--- src/rtl/hack_cpu_mc_if.sv ---
// Fetch and data-memory handshake bundle between the multi-cycle Hack core and its ROM/RAM.
interface hack_cpu_mc_if #(
  parameter int DATA_W = 16,
  parameter int ADDR_W = 15
);
  logic [15:0]       instruction;
  logic              instr_valid;
  logic              instr_req;
  logic [ADDR_W-1:0] instr_addr;
  logic [DATA_W-1:0] inM;
  logic              mem_ready;
  logic              rd_req;
  logic              writeM;
  logic [ADDR_W-1:0] addressM;
  logic [DATA_W-1:0] outM;

  modport master (
    output instr_req, instr_addr, rd_req, writeM, addressM, outM,
    input  instruction, instr_valid, inM, mem_ready
  );

  modport slave (
    input  instr_req, instr_addr, rd_req, writeM, addressM, outM,
    output instruction, instr_valid, inM, mem_ready
  );
endinterface

--- src/rtl/hack_cpu_mc.sv ---
// Multi-cycle Hack CPU with handshaked instruction fetch and data memory.
// Optional HACK_CPU_MC_PERF_CNT_EN adds retired-instruction and stall-cycle counters.
module hack_cpu_mc #(
  parameter int DATA_W = 16,
  parameter int ADDR_W = 15
) (
  input  logic              clk,
  input  logic              reset,
  hack_cpu_mc_if.master     bus,
  output logic [ADDR_W-1:0] pc,
  output logic [DATA_W-1:0] A,
  output logic [DATA_W-1:0] D,
`ifdef HACK_CPU_MC_PERF_CNT_EN
  output logic [31:0]       retired_cnt,
  output logic [31:0]       stall_cnt,
`endif
  output logic              aluNegative
);

  typedef enum logic [1:0] {
    FETCH  = 2'd0,
    EXEC   = 2'd1,
    MEM_RD = 2'd2,
    MEM_WR = 2'd3
  } state_t;

  state_t            state, state_next;
  logic [15:0]       ir, ir_next;
  logic [DATA_W-1:0] a_old, a_old_next;
  logic [DATA_W-1:0] out_reg, out_next;
  logic [DATA_W-1:0] a_next, d_next;
  logic [ADDR_W-1:0] pc_next, pc_inc;
  logic              neg_next;
  logic              commit;
  logic              retire;
  logic              instr_req_c, rd_req_c, write_c;

  logic [DATA_W-1:0] alu_x, alu_y, alu_sum, alu_out;
  logic              alu_zr, alu_ng, jump;

  // Hack ALU; the a-bit chooses memory data over the A value snapshotted at fetch
  always_comb begin
    alu_x = D;
    alu_y = ir[12] ? bus.inM : a_old;
    if (ir[11]) alu_x = '0;
    if (ir[10]) alu_x = ~alu_x;
    if (ir[9])  alu_y = '0;
    if (ir[8])  alu_y = ~alu_y;
    alu_sum = ir[7] ? (alu_x + alu_y) : (alu_x & alu_y);
    alu_out = ir[6] ? ~alu_sum : alu_sum;
    alu_zr  = (alu_out == '0);
    alu_ng  = alu_out[DATA_W-1];
    jump    = (ir[2] & alu_ng) | (ir[1] & alu_zr) | (ir[0] & ~alu_ng & ~alu_zr);
  end

  assign pc_inc = pc + ADDR_W'(1);

  always_comb begin
    state_next  = state;
    ir_next     = ir;
    a_old_next  = a_old;
    out_next    = out_reg;
    a_next      = A;
    d_next      = D;
    pc_next     = pc;
    neg_next    = aluNegative;
    commit      = 1'b0;
    retire      = 1'b0;
    instr_req_c = 1'b0;
    rd_req_c    = 1'b0;
    write_c     = 1'b0;

    case (state)
      FETCH: begin
        instr_req_c = 1'b1;
        if (bus.instr_valid) begin
          ir_next    = bus.instruction;
          a_old_next = A;
          state_next = EXEC;
        end
      end
      EXEC: begin
        if (!ir[15]) begin
          a_next     = {{(DATA_W-15){1'b0}}, ir[14:0]};
          pc_next    = pc_inc;
          retire     = 1'b1;
          state_next = FETCH;
        end else if (ir[12]) begin
          state_next = MEM_RD;
        end else begin
          commit = 1'b1;
        end
      end
      MEM_RD: begin
        rd_req_c = 1'b1;
        if (bus.mem_ready) commit = 1'b1;
      end
      MEM_WR: begin
        write_c = 1'b1;
        if (bus.mem_ready) begin
          retire     = 1'b1;
          state_next = FETCH;
        end
      end
      default: state_next = FETCH;
    endcase

    // A write to M is deferred to MEM_WR, so retirement happens there instead
    if (commit) begin
      if (ir[5]) a_next = alu_out;
      if (ir[4]) d_next = alu_out;
      pc_next  = jump ? a_old[ADDR_W-1:0] : pc_inc;
      neg_next = alu_ng;
      if (ir[3]) begin
        out_next   = alu_out;
        state_next = MEM_WR;
      end else begin
        retire     = 1'b1;
        state_next = FETCH;
      end
    end
  end

  always_ff @(posedge clk or negedge reset) begin
    if (!reset) begin
      state       <= FETCH;
      ir          <= '0;
      a_old       <= '0;
      out_reg     <= '0;
      A           <= '0;
      D           <= '0;
      pc          <= '0;
      aluNegative <= 1'b0;
    end else begin
      state       <= state_next;
      ir          <= ir_next;
      a_old       <= a_old_next;
      out_reg     <= out_next;
      A           <= a_next;
      D           <= d_next;
      pc          <= pc_next;
      aluNegative <= neg_next;
    end
  end

  // Requests are gated by reset so they drop the instant reset asserts
  assign bus.instr_req  = instr_req_c & reset;
  assign bus.rd_req     = rd_req_c & reset;
  assign bus.writeM     = write_c & reset;
  assign bus.instr_addr = pc;
  assign bus.addressM   = a_old[ADDR_W-1:0];
  assign bus.outM       = out_reg;

`ifdef HACK_CPU_MC_PERF_CNT_EN
  logic stall;
  assign stall = (instr_req_c & ~bus.instr_valid) |
                 ((rd_req_c | write_c) & ~bus.mem_ready);

  always_ff @(posedge clk or negedge reset) begin
    if (!reset) begin
      retired_cnt <= '0;
      stall_cnt   <= '0;
    end else begin
      if (retire) retired_cnt <= retired_cnt + 32'd1;
      if (stall)  stall_cnt   <= stall_cnt + 32'd1;
    end
  end
`endif

endmodule

--- src/flat_wrapper.sv ---
// flat-port wrapper written by rule: the top's interface ports become plain ports
module hack_cpu_mc_flat 
#(
  parameter int DATA_W = 16,
  parameter int ADDR_W = 15
)
  (clk, reset, pc, A, D, aluNegative, bus_instr_req, bus_instr_addr, bus_rd_req, bus_writeM, bus_addressM, bus_outM, bus_instruction, bus_instr_valid, bus_inM, bus_mem_ready);
  hack_cpu_mc_if #(.DATA_W(DATA_W), .ADDR_W(ADDR_W)) bus_i ();
  input  logic clk;
  input  logic reset;
  output logic [ADDR_W-1:0] pc;
  output logic [DATA_W-1:0] A;
  output logic [DATA_W-1:0] D;
  output logic aluNegative;
  output wire logic [$bits(bus_i.instr_req)-1:0] bus_instr_req;
  output wire logic [$bits(bus_i.instr_addr)-1:0] bus_instr_addr;
  output wire logic [$bits(bus_i.rd_req)-1:0] bus_rd_req;
  output wire logic [$bits(bus_i.writeM)-1:0] bus_writeM;
  output wire logic [$bits(bus_i.addressM)-1:0] bus_addressM;
  output wire logic [$bits(bus_i.outM)-1:0] bus_outM;
  input wire logic [$bits(bus_i.instruction)-1:0] bus_instruction;
  input wire logic [$bits(bus_i.instr_valid)-1:0] bus_instr_valid;
  input wire logic [$bits(bus_i.inM)-1:0] bus_inM;
  input wire logic [$bits(bus_i.mem_ready)-1:0] bus_mem_ready;
  assign bus_instr_req = bus_i.instr_req;
  assign bus_instr_addr = bus_i.instr_addr;
  assign bus_rd_req = bus_i.rd_req;
  assign bus_writeM = bus_i.writeM;
  assign bus_addressM = bus_i.addressM;
  assign bus_outM = bus_i.outM;
  assign bus_i.instruction = bus_instruction;
  assign bus_i.instr_valid = bus_instr_valid;
  assign bus_i.inM = bus_inM;
  assign bus_i.mem_ready = bus_mem_ready;
  hack_cpu_mc #(.DATA_W(DATA_W), .ADDR_W(ADDR_W)) u_core (.clk(clk), .reset(reset), .bus(bus_i), .pc(pc), .A(A), .D(D), .aluNegative(aluNegative));
endmodule
--- config.mk ---
export PLATFORM = sky130hd
export DESIGN_NAME = hack_cpu_mc_flat
export DESIGN_NICKNAME = d
export VERILOG_FILES = /design/src/rtl/hack_cpu_mc_if.sv /design/src/rtl/hack_cpu_mc.sv /design/src/flat_wrapper.sv
export SDC_FILE = /design/constraint.sdc
export NUM_CORES = 1
export LEC_CHECK = 0
export CORE_UTILIZATION = 40
export CTS_BUF_LIST = sky130_fd_sc_hd__clkbuf_4
export DETAILED_ROUTE_END_ITERATION = 16
export PLACE_DENSITY = 0.74
export RECOVER_POWER = 100
export SYNTH_ARGS = -nofsm -noshare
export SYNTH_HDL_FRONTEND = slang
export SYNTH_SLANG_ARGS = --single-unit
--- constraint.sdc ---
create_clock -name clk -period 6.3 [get_ports clk]
set_input_delay 0.945 -clock clk [delete_from_list [all_inputs] [get_ports clk]]
set_output_delay 0.945 -clock clk [all_outputs]
set_load 0.03 [all_outputs]
==> results of run 1 <==
==> placed cells by master, fill, tap and decap left out, drive strengths merged, types with 5 or more instances in the layout <==
master | Yosys | final
mux2 | 45 | 45
nand3 | 22 | 22
a21oi | 23 | 23
a22oi | 11 | 11
xor2 | 16 | 16
nor3 | 9 | 9
mux2i | 29 | 29
and3 | 24 | 24
and2 | 10 | 10
nand2b | 22 | 22
xnor2 | 25 | 25
inv | 20 | 21
nand2 | 86 | 86
clkdlybuf4s50 | 0 | 33
dfrtp | 98 | 98
a2111oi | 9 | 9
o21ai | 70 | 70
a211oi | 10 | 10
nand4 | 7 | 7
or3 | 16 | 16
dlygate4sd3 | 0 | 98
ha | 21 | 21
a211o | 7 | 7
buf | 52 | 5
nor2 | 41 | 41
clkbuf | 26 | 20
==> cell families after synthesis <==
family,synth area share
xor+xnor,0.0530
flops,0.362
simple gates,0.182
buf+inv,0.0783
compound gates,0.166
fa+ha+maj,0.0417
mux,0.118
==> final timing paths <==
kind,endpoint,startpoint,cells after the start
max in group asynchronous,u_core.bus.instr_addr[7]$_DFFE_PN0P_,reset,2
worst max-delay path,u_core.bus.instr_addr[2]$_DFFE_PN0P_,u_core.ir[12]$_DFFE_PN0P_,16
min in group asynchronous,u_core.bus.outM[15]$_DFFE_PN0P_,reset,1
worst min register to register,u_core.aluNegative$_DFFE_PN0P_,u_core.aluNegative$_DFFE_PN0P_,2
worst min-delay path,u_core.aluNegative$_DFFE_PN0P_,u_core.aluNegative$_DFFE_PN0P_,2
worst max register to register,u_core.bus.instr_addr[2]$_DFFE_PN0P_,u_core.ir[12]$_DFFE_PN0P_,16
==> critical path, cell delays in order, from the launching register on <==
cell	delay, ns
dfrtp_1	1.03
mux2i_1	0.33
nor2_1	0.08
xor2_1	0.19
ha_1	0.33
fa_1	0.44
a21o_1	0.20
a211oi_1	0.39
nor4_1	0.08
nor4_1	1.02
nand2_1	0.28
a2111oi_4	0.39
nand4_1	0.16
a31oi_2	0.18
buf_4	0.34
mux2i_1	0.26
a22oi_1	0.10
==> per-stage QoR <==
stage | std cells | utilization
floorplan | 742 | -
global placement | 1030 | 0.484
detailed placement | 1030 | 0.484
CTS | 1046 | 0.492
finish | 1046 | 0.489
global route | 1046 | 0.489
==> sequential cells by signal, indices dropped and copies added, names as in the netlist <==
register               cells
u_core.D                  16
u_core.a_old              16
u_core.bus.outM           16
u_core.ir                 16
u_core.bus.instr_addr     15
u_core.state               2
u_core.A                  16
u_core.aluNegative         1
==> layer usage <==
metal	vias to the layer above	track usage
met1	2806	0.328
met2	276	0.337
met5	-	0
met3	27	0.0531
li1	2754	-
met4	0	0.0594
==> final cells by class <==
cell class | count | area (µm²)
sequential | 98 | 2450
timing repair buffer | 146 | 1390
fill | 1588 | 8470
inverter | 20 | 75.1
clock buffer | 10 | 75.1
tap | 220 | 275
clock inverter | 6 | 65.1
multi-input combinational | 546 | 3780
==> impl_metrics.csv, run 1 <==
group,metric,value,unit
sta,fin_tns_setup,0,ns
cts,cts_resized,0,
cts,clock_path_buffers,2,
routing,viasPerCell,5.61,
floorplan,core,0.0166,mm²
critical_path,cp.required,6.62,ns
sta,layout_min_cycle_time,6.00,ns
yosys,seq_area_frac_synth,0.362,
sta,setup_viol,0,
yosys,synth-seq-cells,98,
critical_path,reg2reg_slack,0.30,ns
routing,wl_per_cell,18.5,µm
place,dp_hpwl,14200,µm
place,portBuffers,132,
yosys,yosys_warnings,0,
global_routing,overflow,0,
yosys,post_synth_instance_area,0.00678,mm²
global_routing,grt_first_pass_wirelength,30700,µm
global_routing,grt_start_max_net_pins,80,
place,place_area,0.00802,mm²
place,gp_congestion,0.936,
finish,insertedDiodeCount,0,
global_routing,grt_pass1_vias,5506,
cts,tritoncts,"built",
routing,drtIter0Drc,563,
outcome,status,"complete, but fails checks",
yosys,syn_avg_cell_area,9.13,µm²
critical_path,critPathKind,"reg -> reg",
finish,nets,879,
floorplan,dieWidth,132,µm
floorplan,die_y,132,µm
cts,clkLatencyLatePin,0.47,ns
finish,fin_area,0.00811,mm²
sta,holdWs,0.509,ns
critical_path,start_kind,"register",
yosys,synth_top_area_share,0.362,
critical_path,arrival,6.33,ns
cts,post_cts_buffers,0,
cts,htreeDepth,3,
yosys,ys.flop_type,"dfrtp_1",
cts,cts.sinks,98,
global_routing,antenna_found_initial,1,
floorplan,start_util,0.409,
sta,finalCritPeriodShare,0.953,
routing,finalWirelength,19400,µm
routing,dr.pass1.iters,5,
sta,slew_viol_final,113,
cts,ctsHoldBuffers,0,
routing,highest_layer,"met4",
sta,skew,0.0146,ns
global_routing,track_usage,0.226,
finish,post_route_cells_drive_above_1_share,0.104,
cts,cts_buffers,9,
critical_path,crit_path_end_kind,"register",
yosys,synth_area_leader_cell,"dfrtp_1",
routing,ant_nets,0,
routing,wl_met2,8430,µm
floorplan,die-area,0.0175,mm²
routing,via_count,5863,
routing,wl_met3,1770,µm
sta,fin_ws,0.296,ns
sta,rsz0062_at_grt,"no",
routing,drc_errors,0,
yosys,ys_top_cells_by_count,"98 x dfrtp_1, 86 x nand2_1, 67 x o21ai_0",
place,dp_slack,0.305,ns
sta,slew_headroom,-0.343,
sta,tightestPinTransition,2.02,ns
floorplan,rows,47,
sta,max_freq,167,MHz
sta,hold_viol_final,0,
critical_path,crit_fanout,29,
yosys,synthDistinctLibCells,69,
yosys,syn-num-nets,800,
yosys,synthTopCellsByArea,"dfrtp_1 36%, mux2_2 7.3%, o21ai_0 4.9%",
outcome,failed_checks,"capacitance limit, slew limit",
cts,cts-root-buf,"clkbuf_4",
cts,path_clk_slew,0.16,ns
routing,wl_met1,8880,µm
yosys,synthCells,742,
yosys,synth_edf_count,0,
job,cap_violations,2,
finish,syn_to_final_growth,19.7,%
yosys,async_reset_ff_frac,1.00,
floorplan,ioPinCount,133,
yosys,yosysMostFrequentCell,"dfrtp_1",
hold_path,hp-class,"reg -> reg",
Power of run 1 is not shown: default switching activity piles up to over one toggle a cycle in this logic, so the estimate is an artifact.
==> inputs of run 2 (changes only) <==
CORE_ASPECT_RATIO = 0.8   (was default)
clock period = 5.9 ns   (was 6.3 ns; I/O delays follow)
==> impl_metrics.csv, run 2 (synthesized netlist as in run 1, its figures left out) <==
group,metric,value,unit
critical_path,cp.required,6.27,ns
cts,post_cts_buffers,0,
sta,max_freq,185,MHz
global_routing,grt_util_met3,0.0541,
routing,finalWirelength,19300,µm
routing,dr.pass1.iters,5,
critical_path,critPathTopFamily,"compound AO/OA/AOI/OAI gates",
finish,seq_area,0.00245,mm²
finish,nets,883,
floorplan,core,0.0166,mm²
cts,cts-root-buf,"clkbuf_4",
finish,insertedDiodeCount,0,
place,placedCellCount,1034,
sta,skew,0.0234,ns
routing,ant_nets,0,
finish,syn_to_final_growth,20.4,%
routing,drtIter0Drc,423,
global_routing,antenna_found_initial,0,
critical_path,crit_path_max_incr_delay,0.78,ns
sta,rsz0062_at_grt,"no",
critical_path,crit_start,"u_core.ir[12]$_DFFE_PN0P_",
critical_path,arrival,5.78,ns
cts,clock_path_buffers,2,
outcome,failed_checks,"capacitance limit, slew limit",
cts,cts_resized,0,
global_routing,met1_usage,0.349,
cts,htreeDepth,3,
finish,multi_input_area,0.00378,mm²
critical_path,crit_chain,"clkbuf_1, mux2i_1, nor2_1, xor2_1, ha_1, nand4_1, a2111oi_0, a2111oi_1, a2111oi_2, clkbuf_1, and2_1, nand4_1, a31oi_2, buf_12, o21ai_0, a22oi_2",
place,dp_slack,0.397,ns
floorplan,start_util,0.409,
finish,fillers,1548,
job,cap_violations,2,
place,place_area,0.00806,mm²
hold_path,hp-class,"reg -> reg",
routing,viasPerCell,5.60,
critical_path,cpMaxStageDelayCell,"dfrtp_1",
sta,layout_min_cycle_time,5.41,ns
critical_path,crit_fanout,29,
floorplan,ioPinCount,133,
floorplan,die_y,118,µm
routing,drc_errors,0,
sta,setup_viol,0,
global_routing,busiest_layer,"met1",
cts,cts.sinks,98,
cts,cts_buffers,9,
hold_path,worstHoldStart,"u_core.bus.outM[3]$_DFFE_PN0P_",
sta,fin_tns_setup,0,ns
sta,tightestPinTransition,2.29,ns
global_routing,overflow,0,
floorplan,die-area,0.0175,mm²
floorplan,rows,42,
cts,tritoncts,"built",
critical_path,start_kind,"register",
global_routing,grt_first_pass_wirelength,31000,µm
cts,ctsHoldBuffers,0,
routing,wl_per_cell,18.4,µm
critical_path,crit_path_end_kind,"register",
global_routing,grt_pass1_vias,5545,
outcome,status,"complete, but fails checks",
critical_path,path_buf_inv,3,
cts,path_clk_slew,0.16,ns
finish,final_cells,1048,
finish,post_route_cells_drive_above_1_share,0.105,
finish,layout_common_cells,"98 x dlygate4sd3_1, 98 x dfrtp_1, 86 x nand2_1, 69 x o21ai_0, 44 x mux2_2",
sta,slew_headroom,-0.527,
global_routing,grt_start_max_net_pins,59,
place,gp_congestion,0.890,
floorplan,dieWidth,148,µm
place,portBuffers,132,
sta,hold_viol_final,0,
critical_path,critPathKind,"reg -> reg",
cts,clkLatencyLatePin,0.48,ns
critical_path,rr_startpoint,"u_core.ir[12]$_DFFE_PN0P_",
routing,via_count,5872,
sta,slew_viol_final,78,
sta,finalCritPeriodShare,0.916,
place,dp_hpwl,14300,µm
global_routing,track_usage,0.227,
global_routing,use_met2,0.315,
sta,fin_ws,0.493,ns
finish,fin_area,0.00816,mm²
[run 2: changes by cell type in the layout (fill, tap and decap cells not counted), sizes merged]
cell / previous run / this run
clkinv: 3 / 1
buf: 5 / 8
bufinv: 1 / 2
[run 2: per-layer routing]
metal	vias to the layer above	share of wire
met5	-	0
met4	0	0.017
met3	25	0.085
met2	233	0.42
met1	2847	0.47
li1	2767	-
[run 2: cell type report]
type	instances	share of cell area
clock inverters	5	0.00981
clock buffers	9	0.00828
multi-input cells	546	0.464
flip-flops and latches	98	0.300
well taps	220	0.0337
inverters	20	0.00920
repair buffers	150	0.175
[run 2: stage by stage]
stage | hold WS (ns) | utilization
after CTS | 0.375 | 0.496
after global routing | 0.544 | 0.493
final | 0.516 | 0.493
after global placement | 0.476 | 0.487
after detailed placement | 0.478 | 0.487
after floorplan | 0.475 | -
[run 2: worst min-delay path, cell delays in order (launching register included)]
cell and delay [ns]:
dfrtp_1 0.38, nand2_1 0.05, o21ai_0 0.06
[run 2: worst paths after layout]
path | endpoint | slack (ns) | cells past startpoint
worst max-delay path | u_core.bus.instr_addr[5]$_DFFE_PN0P_ | 0.49 | 16
worst min-delay path | u_core.bus.outM[3]$_DFFE_PN0P_ | 0.52 | 2
worst max register to register | u_core.bus.instr_addr[5]$_DFFE_PN0P_ | 0.49 | 16
worst min register to register | u_core.bus.outM[3]$_DFFE_PN0P_ | 0.52 | 2
max in group asynchronous | u_core.a_old[14]$_DFFE_PN0P_ | 2.43 | 2
min in group asynchronous | u_core.A[1]$_DFF_PN0_ | 1.07 | 1
Power of run 2 is left out for the same reason.
